==> src/rtl/i2s_dac_serializer_pkg.sv <==
// -----------------------------------------------------------------------------
// i2s_pkg
//
// Shared types and helpers for the stereo DAC serializer.
//   mode_t     : codec frame format, latched at every frame start
//   mode_delay : 1 when the format puts one idle bit before the MSB
// -----------------------------------------------------------------------------
package i2s_pkg;

  typedef enum logic [1:0] {
    MODE_LJ   = 2'b00,  // left-justified: MSB in the first BCLK period
    MODE_I2S  = 2'b01,  // Philips I2S: MSB one BCLK period after LRCK changes
    MODE_DSPA = 2'b10,  // DSP-A: one-period LRCK pulse, MSB in the next period
    MODE_DSPB = 2'b11   // DSP-B: one-period LRCK pulse, MSB in the same period
  } mode_t;

  // Number of idle BCLK periods (0 or 1) ahead of the left MSB.
  function automatic logic mode_delay(input mode_t m);
    return (m == MODE_I2S) || (m == MODE_DSPA);
  endfunction

endpackage

==> src/rtl/i2s_dac_serializer_sample_fifo.sv <==
// -----------------------------------------------------------------------------
// sample_fifo
//
// Synchronous FIFO holding left/right sample pairs for the DAC serializer.
// Push and pop in the same cycle are both honoured. Pushes into a full FIFO
// and pops from an empty FIFO are ignored. Read data is the current head,
// available combinationally (show-ahead).
//
// Ports
//   clk      in   system clock
//   reset    in   asynchronous reset, active-low; empties the FIFO
//   push     in   write wr_data this cycle
//   wr_data  in   WIDTH-bit entry to store
//   pop      in   discard the head entry this cycle
//   rd_data  out  head entry (undefined content while empty)
//   full     out  DEPTH entries stored
//   empty    out  no entries stored
// -----------------------------------------------------------------------------
module sample_fifo #(
  parameter int WIDTH = 32,
  parameter int DEPTH = 2    // power of two, >= 2
) (
  input  logic             clk,
  input  logic             reset,
  input  logic             push,
  input  logic [WIDTH-1:0] wr_data,
  input  logic             pop,
  output logic [WIDTH-1:0] rd_data,
  output logic             full,
  output logic             empty
);

  localparam int PTR_W = (DEPTH > 1) ? $clog2(DEPTH) : 1;
  localparam int CNT_W = PTR_W + 1;

  logic [WIDTH-1:0] r_mem [DEPTH];
  logic [PTR_W-1:0] r_wr_ptr;
  logic [PTR_W-1:0] r_rd_ptr;
  logic [CNT_W-1:0] r_count;

  logic w_push;
  logic w_pop;

  assign w_push = push && !full;
  assign w_pop  = pop && !empty;

  // NOTE: the storage array deliberately has no reset; only the pointers and
  // count need one, and leaving the data RAM unreset keeps it mappable to
  // plain memory cells.
  always_ff @(posedge clk) begin
    if (w_push) begin
      r_mem[r_wr_ptr] <= wr_data;
    end
  end

  // NOTE: sequential state uses non-blocking assignments so every register
  // samples the pre-edge values of its neighbours, independent of block order.
  always_ff @(posedge clk or negedge reset) begin
    if (!reset) begin
      r_wr_ptr <= '0;
      r_rd_ptr <= '0;
      r_count  <= '0;
    end else begin
      // Pointers wrap naturally because DEPTH is a power of two.
      if (w_push) begin
        r_wr_ptr <= r_wr_ptr + 1'b1;
      end
      if (w_pop) begin
        r_rd_ptr <= r_rd_ptr + 1'b1;
      end
      case ({w_push, w_pop})
        2'b10:   r_count <= r_count + 1'b1;
        2'b01:   r_count <= r_count - 1'b1;
        default: r_count <= r_count;
      endcase
    end
  end

  assign rd_data = r_mem[r_rd_ptr];
  assign full    = (r_count == CNT_W'(DEPTH));
  assign empty   = (r_count == '0);

endmodule

==> src/rtl/i2s_dac_serializer.sv <==
// -----------------------------------------------------------------------------
// i2s_dac_serializer
//
// Stereo audio DAC serializer for the WM8731. Derives MCLK and BCLK from the
// en_ref clock-enable, buffers left/right sample pairs in a small FIFO, and at
// every en_frame strobe shifts one pair out MSB-first in one of four codec
// formats (left-justified, I2S, DSP-A, DSP-B).
//
// Ports
//   clk        in   system clock
//   reset      in   asynchronous reset, active-low; aborts any frame in flight
//   en_ref     in   reference clock-enable that paces MCLK and BCLK
//   en_frame   in   one-clk frame-start strobe at the sample rate
//   mode       in   frame format (mode_t encoding), latched at en_frame
//   mono       in   1: right channel takes the left sample (sampled at push)
//   s_valid    in   sample pair valid
//   s_left     in   left sample
//   s_right    in   right sample
//   s_ready    out  FIFO can accept a pair this cycle
//   mclk       out  codec master clock
//   bclk       out  bit clock; data changes on its falling edge
//   dac_lr_ck  out  left/right framing clock
//   dac_dat    out  serial data
//   underrun   out  one-clk pulse: en_frame found the FIFO empty
// -----------------------------------------------------------------------------
module i2s_dac_serializer
  import i2s_pkg::*;
#(
  parameter int DATA_W           = 16,
  parameter int SLOT_W           = 16,  // BCLK periods per channel, >= DATA_W
  parameter int MCLK_HALF        = 2,   // en_ref pulses per MCLK half-period
  parameter int BCLK_HALF        = 12,  // en_ref pulses per BCLK half-period
  parameter int FIFO_DEPTH       = 2,   // pair FIFO depth, power of two >= 2
  parameter bit MUTE_ON_UNDERRUN = 1'b1 // 1: zeros on underrun, 0: repeat last
) (
  input  logic              clk,
  input  logic              reset,
  input  logic              en_ref,
  input  logic              en_frame,
  input  logic [1:0]        mode,
  input  logic              mono,
  input  logic              s_valid,
  input  logic [DATA_W-1:0] s_left,
  input  logic [DATA_W-1:0] s_right,
  output logic              s_ready,
  output logic              mclk,
  output logic              bclk,
  output logic              dac_lr_ck,
  output logic              dac_dat,
  output logic              underrun
);

  localparam int PAIR_W  = 2 * DATA_W;
  localparam int WORD_W  = 2 * SLOT_W;
  // Bit index runs 0..WORD_W and then parks one past the last delayed bit.
  localparam int IDX_MAX = WORD_W + 1;
  localparam int IDX_W   = $clog2(IDX_MAX + 1);
  localparam int MCLK_W  = (MCLK_HALF > 1) ? $clog2(MCLK_HALF) : 1;
  localparam int BCLK_W  = (BCLK_HALF > 1) ? $clog2(BCLK_HALF) : 1;

  // ---------------------------------------------------------------------------
  // Registers and wires
  // ---------------------------------------------------------------------------
  logic [MCLK_W-1:0] r_mclk_cnt;
  logic              r_mclk;
  logic [BCLK_W-1:0] r_bclk_cnt;
  logic              r_bclk;

  mode_t             r_mode;
  logic [IDX_W-1:0]  r_idx;
  logic [WORD_W-1:0] r_shift;
  logic [PAIR_W-1:0] r_last;
  logic              r_lrck;
  logic              r_dac_dat;
  logic              r_underrun;

  mode_t             w_mode_in;
  logic              w_bclk_tc;
  logic              w_shift_evt;
  logic              w_fifo_push;
  logic              w_fifo_pop;
  logic [PAIR_W-1:0] w_fifo_wr;
  logic [PAIR_W-1:0] w_fifo_rd;
  logic              w_fifo_full;
  logic              w_fifo_empty;
  logic [PAIR_W-1:0] w_load_pair;
  logic [WORD_W-1:0] w_load_word;
  logic              w_delay;
  logic [IDX_W-1:0]  w_idx_nxt;
  logic [WORD_W-1:0] w_shift_nxt;

  assign w_mode_in = mode_t'(mode);

  // LRCK level for a given BCLK period of the frame. Past the end of the
  // word these expressions already yield the level of the last period, so
  // LRCK holds without any extra state.
  function automatic logic lrck_for(input mode_t m, input logic [IDX_W-1:0] idx);
    case (m)
      MODE_LJ:  return idx < IDX_W'(SLOT_W);
      MODE_I2S: return idx >= IDX_W'(SLOT_W);
      default:  return idx == '0;
    endcase
  endfunction

  // ---------------------------------------------------------------------------
  // MCLK: free-running divider on en_ref, unaffected by en_frame.
  // ---------------------------------------------------------------------------
  always_ff @(posedge clk or negedge reset) begin
    if (!reset) begin
      r_mclk_cnt <= '0;
      r_mclk     <= 1'b0;
    end else if (en_ref) begin
      if (r_mclk_cnt == MCLK_W'(MCLK_HALF - 1)) begin
        r_mclk_cnt <= '0;
        r_mclk     <= ~r_mclk;
      end else begin
        r_mclk_cnt <= r_mclk_cnt + 1'b1;
      end
    end
  end

  // ---------------------------------------------------------------------------
  // BCLK: divider on en_ref, re-phased by en_frame so every frame starts with
  // BCLK low and a full half-period before the first rising edge.
  // ---------------------------------------------------------------------------
  assign w_bclk_tc   = en_ref && (r_bclk_cnt == BCLK_W'(BCLK_HALF - 1));
  // Falling edge of BCLK; suppressed when en_frame re-phases the divider.
  assign w_shift_evt = w_bclk_tc && r_bclk && !en_frame;

  always_ff @(posedge clk or negedge reset) begin
    if (!reset) begin
      r_bclk_cnt <= '0;
      r_bclk     <= 1'b0;
    end else if (en_frame) begin
      r_bclk_cnt <= '0;
      r_bclk     <= 1'b0;
    end else if (en_ref) begin
      if (w_bclk_tc) begin
        r_bclk_cnt <= '0;
        r_bclk     <= ~r_bclk;
      end else begin
        r_bclk_cnt <= r_bclk_cnt + 1'b1;
      end
    end
  end

  // ---------------------------------------------------------------------------
  // Sample FIFO. Pops happen only at frame start; there is no bypass, so a
  // pair pushed alongside en_frame into an empty FIFO waits a full frame.
  // ---------------------------------------------------------------------------
  assign s_ready     = !w_fifo_full;
  assign w_fifo_push = s_valid && !w_fifo_full;
  assign w_fifo_pop  = en_frame && !w_fifo_empty;
  assign w_fifo_wr   = {s_left, (mono ? s_left : s_right)};

  sample_fifo #(
    .WIDTH (PAIR_W),
    .DEPTH (FIFO_DEPTH)
  ) u_fifo (
    .clk     (clk),
    .reset   (reset),
    .push    (w_fifo_push),
    .wr_data (w_fifo_wr),
    .pop     (w_fifo_pop),
    .rd_data (w_fifo_rd),
    .full    (w_fifo_full),
    .empty   (w_fifo_empty)
  );

  // ---------------------------------------------------------------------------
  // Frame word selection and slot packing: each sample is MSB-aligned in its
  // slot with zero padding below it.
  // ---------------------------------------------------------------------------
  // NOTE: every signal assigned in this block gets a default first, so no path
  // leaves it unassigned and no latch is inferred.
  always_comb begin
    w_load_pair = r_last;
    if (!w_fifo_empty) begin
      w_load_pair = w_fifo_rd;
    end else if (MUTE_ON_UNDERRUN) begin
      w_load_pair = '0;
    end
    w_load_word = '0;
    w_load_word[WORD_W-1 -: DATA_W] = w_load_pair[PAIR_W-1 -: DATA_W];
    w_load_word[SLOT_W-1 -: DATA_W] = w_load_pair[DATA_W-1:0];
  end

  // ---------------------------------------------------------------------------
  // Shift path. The shift register only advances once the bit on the wire was
  // a data bit (idx >= delay), so in delay modes the MSB stays put through the
  // leading idle period. Zero fill makes dac_dat fall to 0 after the word.
  // ---------------------------------------------------------------------------
  assign w_delay     = mode_delay(r_mode);
  assign w_idx_nxt   = (r_idx == IDX_W'(IDX_MAX)) ? r_idx : r_idx + 1'b1;
  assign w_shift_nxt = (r_idx >= IDX_W'(w_delay)) ? {r_shift[WORD_W-2:0], 1'b0}
                                                  : r_shift;

  always_ff @(posedge clk or negedge reset) begin
    if (!reset) begin
      r_mode     <= MODE_LJ;
      r_idx      <= '0;
      r_shift    <= '0;
      r_last     <= '0;
      r_lrck     <= 1'b0;
      r_dac_dat  <= 1'b0;
      r_underrun <= 1'b0;
    end else begin
      r_underrun <= en_frame && w_fifo_empty;
      if (en_frame) begin
        // A new frame always wins, truncating whatever word was in flight.
        r_mode    <= w_mode_in;
        r_idx     <= '0;
        r_shift   <= w_load_word;
        r_dac_dat <= mode_delay(w_mode_in) ? 1'b0 : w_load_word[WORD_W-1];
        r_lrck    <= lrck_for(w_mode_in, '0);
        if (!w_fifo_empty) begin
          r_last <= w_fifo_rd;
        end
      end else if (w_shift_evt) begin
        r_idx     <= w_idx_nxt;
        r_shift   <= w_shift_nxt;
        r_dac_dat <= w_shift_nxt[WORD_W-1];
        r_lrck    <= lrck_for(r_mode, w_idx_nxt);
      end
    end
  end

  assign mclk      = r_mclk;
  assign bclk      = r_bclk;
  assign dac_lr_ck = r_lrck;
  assign dac_dat   = r_dac_dat;
  assign underrun  = r_underrun;

endmodule

==> config.mk <==
export PLATFORM = sky130hd
export DESIGN_NAME = i2s_dac_serializer
export DESIGN_NICKNAME = d
export VERILOG_FILES = /design/src/rtl/i2s_dac_serializer_pkg.sv /design/src/rtl/i2s_dac_serializer_sample_fifo.sv /design/src/rtl/i2s_dac_serializer.sv
export SDC_FILE = /design/constraint.sdc
export NUM_CORES = 1
export LEC_CHECK = 0
export CAP_MARGIN = 15
export CELL_PAD_IN_SITES_DETAIL_PLACEMENT = 1
export CELL_PAD_IN_SITES_GLOBAL_PLACEMENT = 1
export CORE_MARGIN = 2
export CORE_UTILIZATION = 46
export DETAILED_ROUTE_END_ITERATION = 7
export HOLD_SLACK_MARGIN = 0.05
export PLACE_DENSITY = 0.76
export SLEW_MARGIN = 15
export SYNTH_ARGS = -nofsm -noshare
export SYNTH_HDL_FRONTEND = slang
export SYNTH_SLANG_ARGS = --single-unit
==> constraint.sdc <==
create_clock -name clk -period 2.9 [get_ports clk]
set_input_delay 0.87 -clock clk [delete_from_list [all_inputs] [get_ports clk]]
set_output_delay 0.87 -clock clk [all_outputs]
set_load 0.005 [all_outputs]
==> flow_metrics.env <==
export IMPL_status="finished clean"
export IMPL_synthTopCellsByArea="edfxtp_1 (37%), dfrtp_1 (26%), mux2i_1 (6.8%)"
export IMPL_synth_edff_count=64
export IMPL_yosys_register_bits=118
export IMPL_avgSynthCellArea_sq_um=12.1
export IMPL_ant_nets=0
export IMPL_antenna_cells=0
export IMPL_final_cell_mix="nor2_1 (76), a21oi_1 (64), edfxtp_1 (64), dfrtp_1 (53), clkdlybuf4s50_1 (44)"
export IMPL_routedWlPerCell_um=19.3
export IMPL_antenna_found_initial=0
export IMPL_cts_sinks=118
export IMPL_synth_top_area_share=0.374
export IMPL_vias=3402
export IMPL_seq_power_share=0.456
export IMPL_rsz0062_at_grt="false"
export IMPL_yosysTopAreaCell="edfxtp_1"
export IMPL_grt_pass1_vias=3884
export IMPL_leakagePower_uw=0.00249
export IMPL_hpwlAfterDp_mm=7.30
export IMPL_min_period_ns=2.73
export IMPL_ys_seq_area_frac=0.637
export IMPL_dieArea_sq_mm=0.0120
export IMPL_syn2layout_area_growth_pct=22.5
export IMPL_cp_arrival_ns=3.09
export IMPL_cts_hold_buf=0
export IMPL_numCtsBuffers=17
export IMPL_cts_tree="done"
export IMPL_rows=38
export IMPL_combPwrFrac=0.213
export IMPL_clkPwrFrac=0.331
export IMPL_coreArea_sq_mm=0.0109
export IMPL_rrSetupSlack_ns=0.17
export IMPL_p_int_uw=3840
export IMPL_cts_resized_gates=0
export IMPL_grt_util_all_layers=0.222
export IMPL_worstPathMaxFanout=60
export IMPL_report_final_hold_viol_count=0
export IMPL_drc=0
export IMPL_worst_ep_required_time_ns=3.25
export IMPL_async_flop_share=0.458
export IMPL_drive_above_1_share=0.134
export IMPL_setup_tns_final_ns=0
export IMPL_synthesis_nets=471
export IMPL_switchingPower_uw=1630
export IMPL_synthCells=423
export IMPL_cts_htree_levels=4
export IMPL_vias_per_cell=5.43
export IMPL_port_buffers=45
export IMPL_reg2reg_depth=10
export IMPL_endpoint_kind="flip-flop"
export IMPL_ys_warn_count=0
export IMPL_max_cap_viol_count=0
export IMPL_syn_cell_area_sq_mm=0.00513
export IMPL_synthDistinctLibCells=41
export IMPL_insertion_delay_ns=0.51
export IMPL_finalWirelength_mm=12.1
export IMPL_die_w_um=110
export IMPL_vdd_drop_max_v=0.000436
export IMPL_ys_flop_type="edfxtp_1"
export IMPL_hold_path_class="primary input to asynchronous set/reset pin"
export IMPL_overflow=0
export IMPL_fmax_ghz=0.366
export IMPL_start_util=0.472
export IMPL_die_h_um=110
export IMPL_crit_type="flip-flop to flip-flop"
export IMPL_grt_max_degree=61
export IMPL_setup_viol=0
export IMPL_power_switching_share=0.299
export IMPL_start_kind="flip-flop"
export IMPL_postPlaceCellArea_sq_mm=0.00578
export IMPL_worstReg2RegEnd="r_shift[18]"
export IMPL_firstDrtPassIters=4
export IMPL_drv_slew=0
export IMPL_tightest_slew_ns=0.768
export IMPL_num_nets_final=522
export IMPL_grt_first_pass_wirelength_mm=19.8
export IMPL_final_cell_area_sq_mm=0.00629
export IMPL_timing_critical_path_from="r_mode[0]"
export IMPL_fin_skew_ns=0.0109
export IMPL_root_buffer="clkbuf_8"
export IMPL_layout_commonest_cell="nor2_1"
export IMPL_fin_crit_sh=0.943
export IMPL_clk_pin_slew_ns=0.05
export IMPL_post_cts_setup_buffers=0
export IMPL_p_per_area_mw_per_mm2=870
export IMPL_clockBufferDepth=2
export IMPL_r2r_start="r_mode[0]"
export IMPL_drtIter0Drc=169
export IMPL_io_pins=46
export IMPL_place_congestion=0.773
export IMPL_relSlewSlack=0.488
-- cells in the mapped netlist, types with 2 or more instances --
master,instances
xor2_1,5
ha_1,8
o221ai_1,2
or3_1,2
a21oi_1,64
a211oi_1,3
o21bai_1,2
mux2_2,17
edfxtp_1,64
buf_2,4
dfrtp_1,54
mux2i_1,35
inv_1,8
nor2_1,77
and3_1,2
nand2_1,14
o21a_1,2
nor3_1,2
clkbuf_1,20
nand3_1,4
xnor2_1,7
o21ai_0,7
nand2b_1,2
-- per-stage QoR --
stage	util	setup slack [ns]	power [uW]	std cells	hold WS [ns]
3_5_place_dp	0.531	0.212	3630	595	0.465
4_1_cts	0.578	0.140	5520	626	0.402
5_1_grt	0.578	0.0271	5730	626	0.413
6_report	0.578	0.166	5470	626	0.394
3_3_place_gp	0.531	0.330	3550	595	0.452
2_1_floorplan	-	0.160	3190	423	0.439
-- routing by layer --
| metal | vias to the layer above | global-route usage | share of wire |
|---|---|---|---|
| met2 | 67 | 0.379 | 0.52 |
| met5 | - | 0 | 0 |
| li1 | 1610 | - | - |
| met4 | 0 | 0.0796 | 0.016 |
| met3 | 19 | 0.0575 | 0.035 |
| met1 | 1706 | 0.273 | 0.43 |
-- final cells by class --
cell class / instances / area [sq um]
Tap cell: 140 / 175
Inverter: 8 / 30.0
Sequential cell: 118 / 3270
Multi-Input combinational cell: 271 / 1740
Fill cell: 1100 / 4600
Clock buffer: 19 / 422
Timing Repair Buffer: 58 / 556
Clock inverter: 12 / 88.8
-- flip-flops by register name (all words and copies together), names as in the netlist --
| signal | count |
|---|---|
| bclk | 1 |
| dac_dat | 1 |
| dac_lr_ck | 1 |
| mclk | 1 |
| r_bclk_cnt | 4 |
| r_idx | 6 |
| r_mclk_cnt | 1 |
| r_mode | 2 |
| r_shift | 32 |
| u_fifo.r_count | 2 |
| u_fifo.r_mem | 64 |
| u_fifo.r_rd_ptr | 1 |
| u_fifo.r_wr_ptr | 1 |
| underrun | 1 |
-- cells by family after synthesis --
logic type / synth area share
buffers and inverters: 0.0266
DFF: 0.637
muxes: 0.106
adders and majority gates: 0.0195
AOI/OAI and AO/OA: 0.0967
and+or+nand+nor: 0.0938
xor gates and xnor gates: 0.0205
-- critical path, cell delays in order, from the launching register on --
cell	delay, ns
dfrtp_1	0.36
inv_1	0.07
ha_1	0.30
ha_1	0.27
or4b_1	0.53
nor4_4	0.16
buf_4	0.21
o21bai_4	0.07
buf_4	0.30
nor2_1	0.22
a21oi_1	0.08
-- power groups by stage --
stage          clock network (uW)  registers [uW]  logic (uW)
3_3_place_gp                    0            2480        1070
2_1_floorplan                   0            2360         828
4_1_cts                      1840            2500        1180
3_5_place_dp                    0            2500        1130
5_1_grt                      1910            2530        1290
6_report                     1810            2500        1160
-- how the worst max path moves through the flow --
| stage | depth (start not counted) | end |
|---|---|---|
| final | 10 | r_shift[18] |
| after CTS | 10 | r_shift[18] |
| after global routing | 10 | r_shift[18] |
| after floorplan | 2 | u_fifo.r_mem[0][0] |
| after global placement | 6 | r_shift[1] |
| after detailed placement | 10 | r_shift[4] |
(Power assumes the default switching activity.)
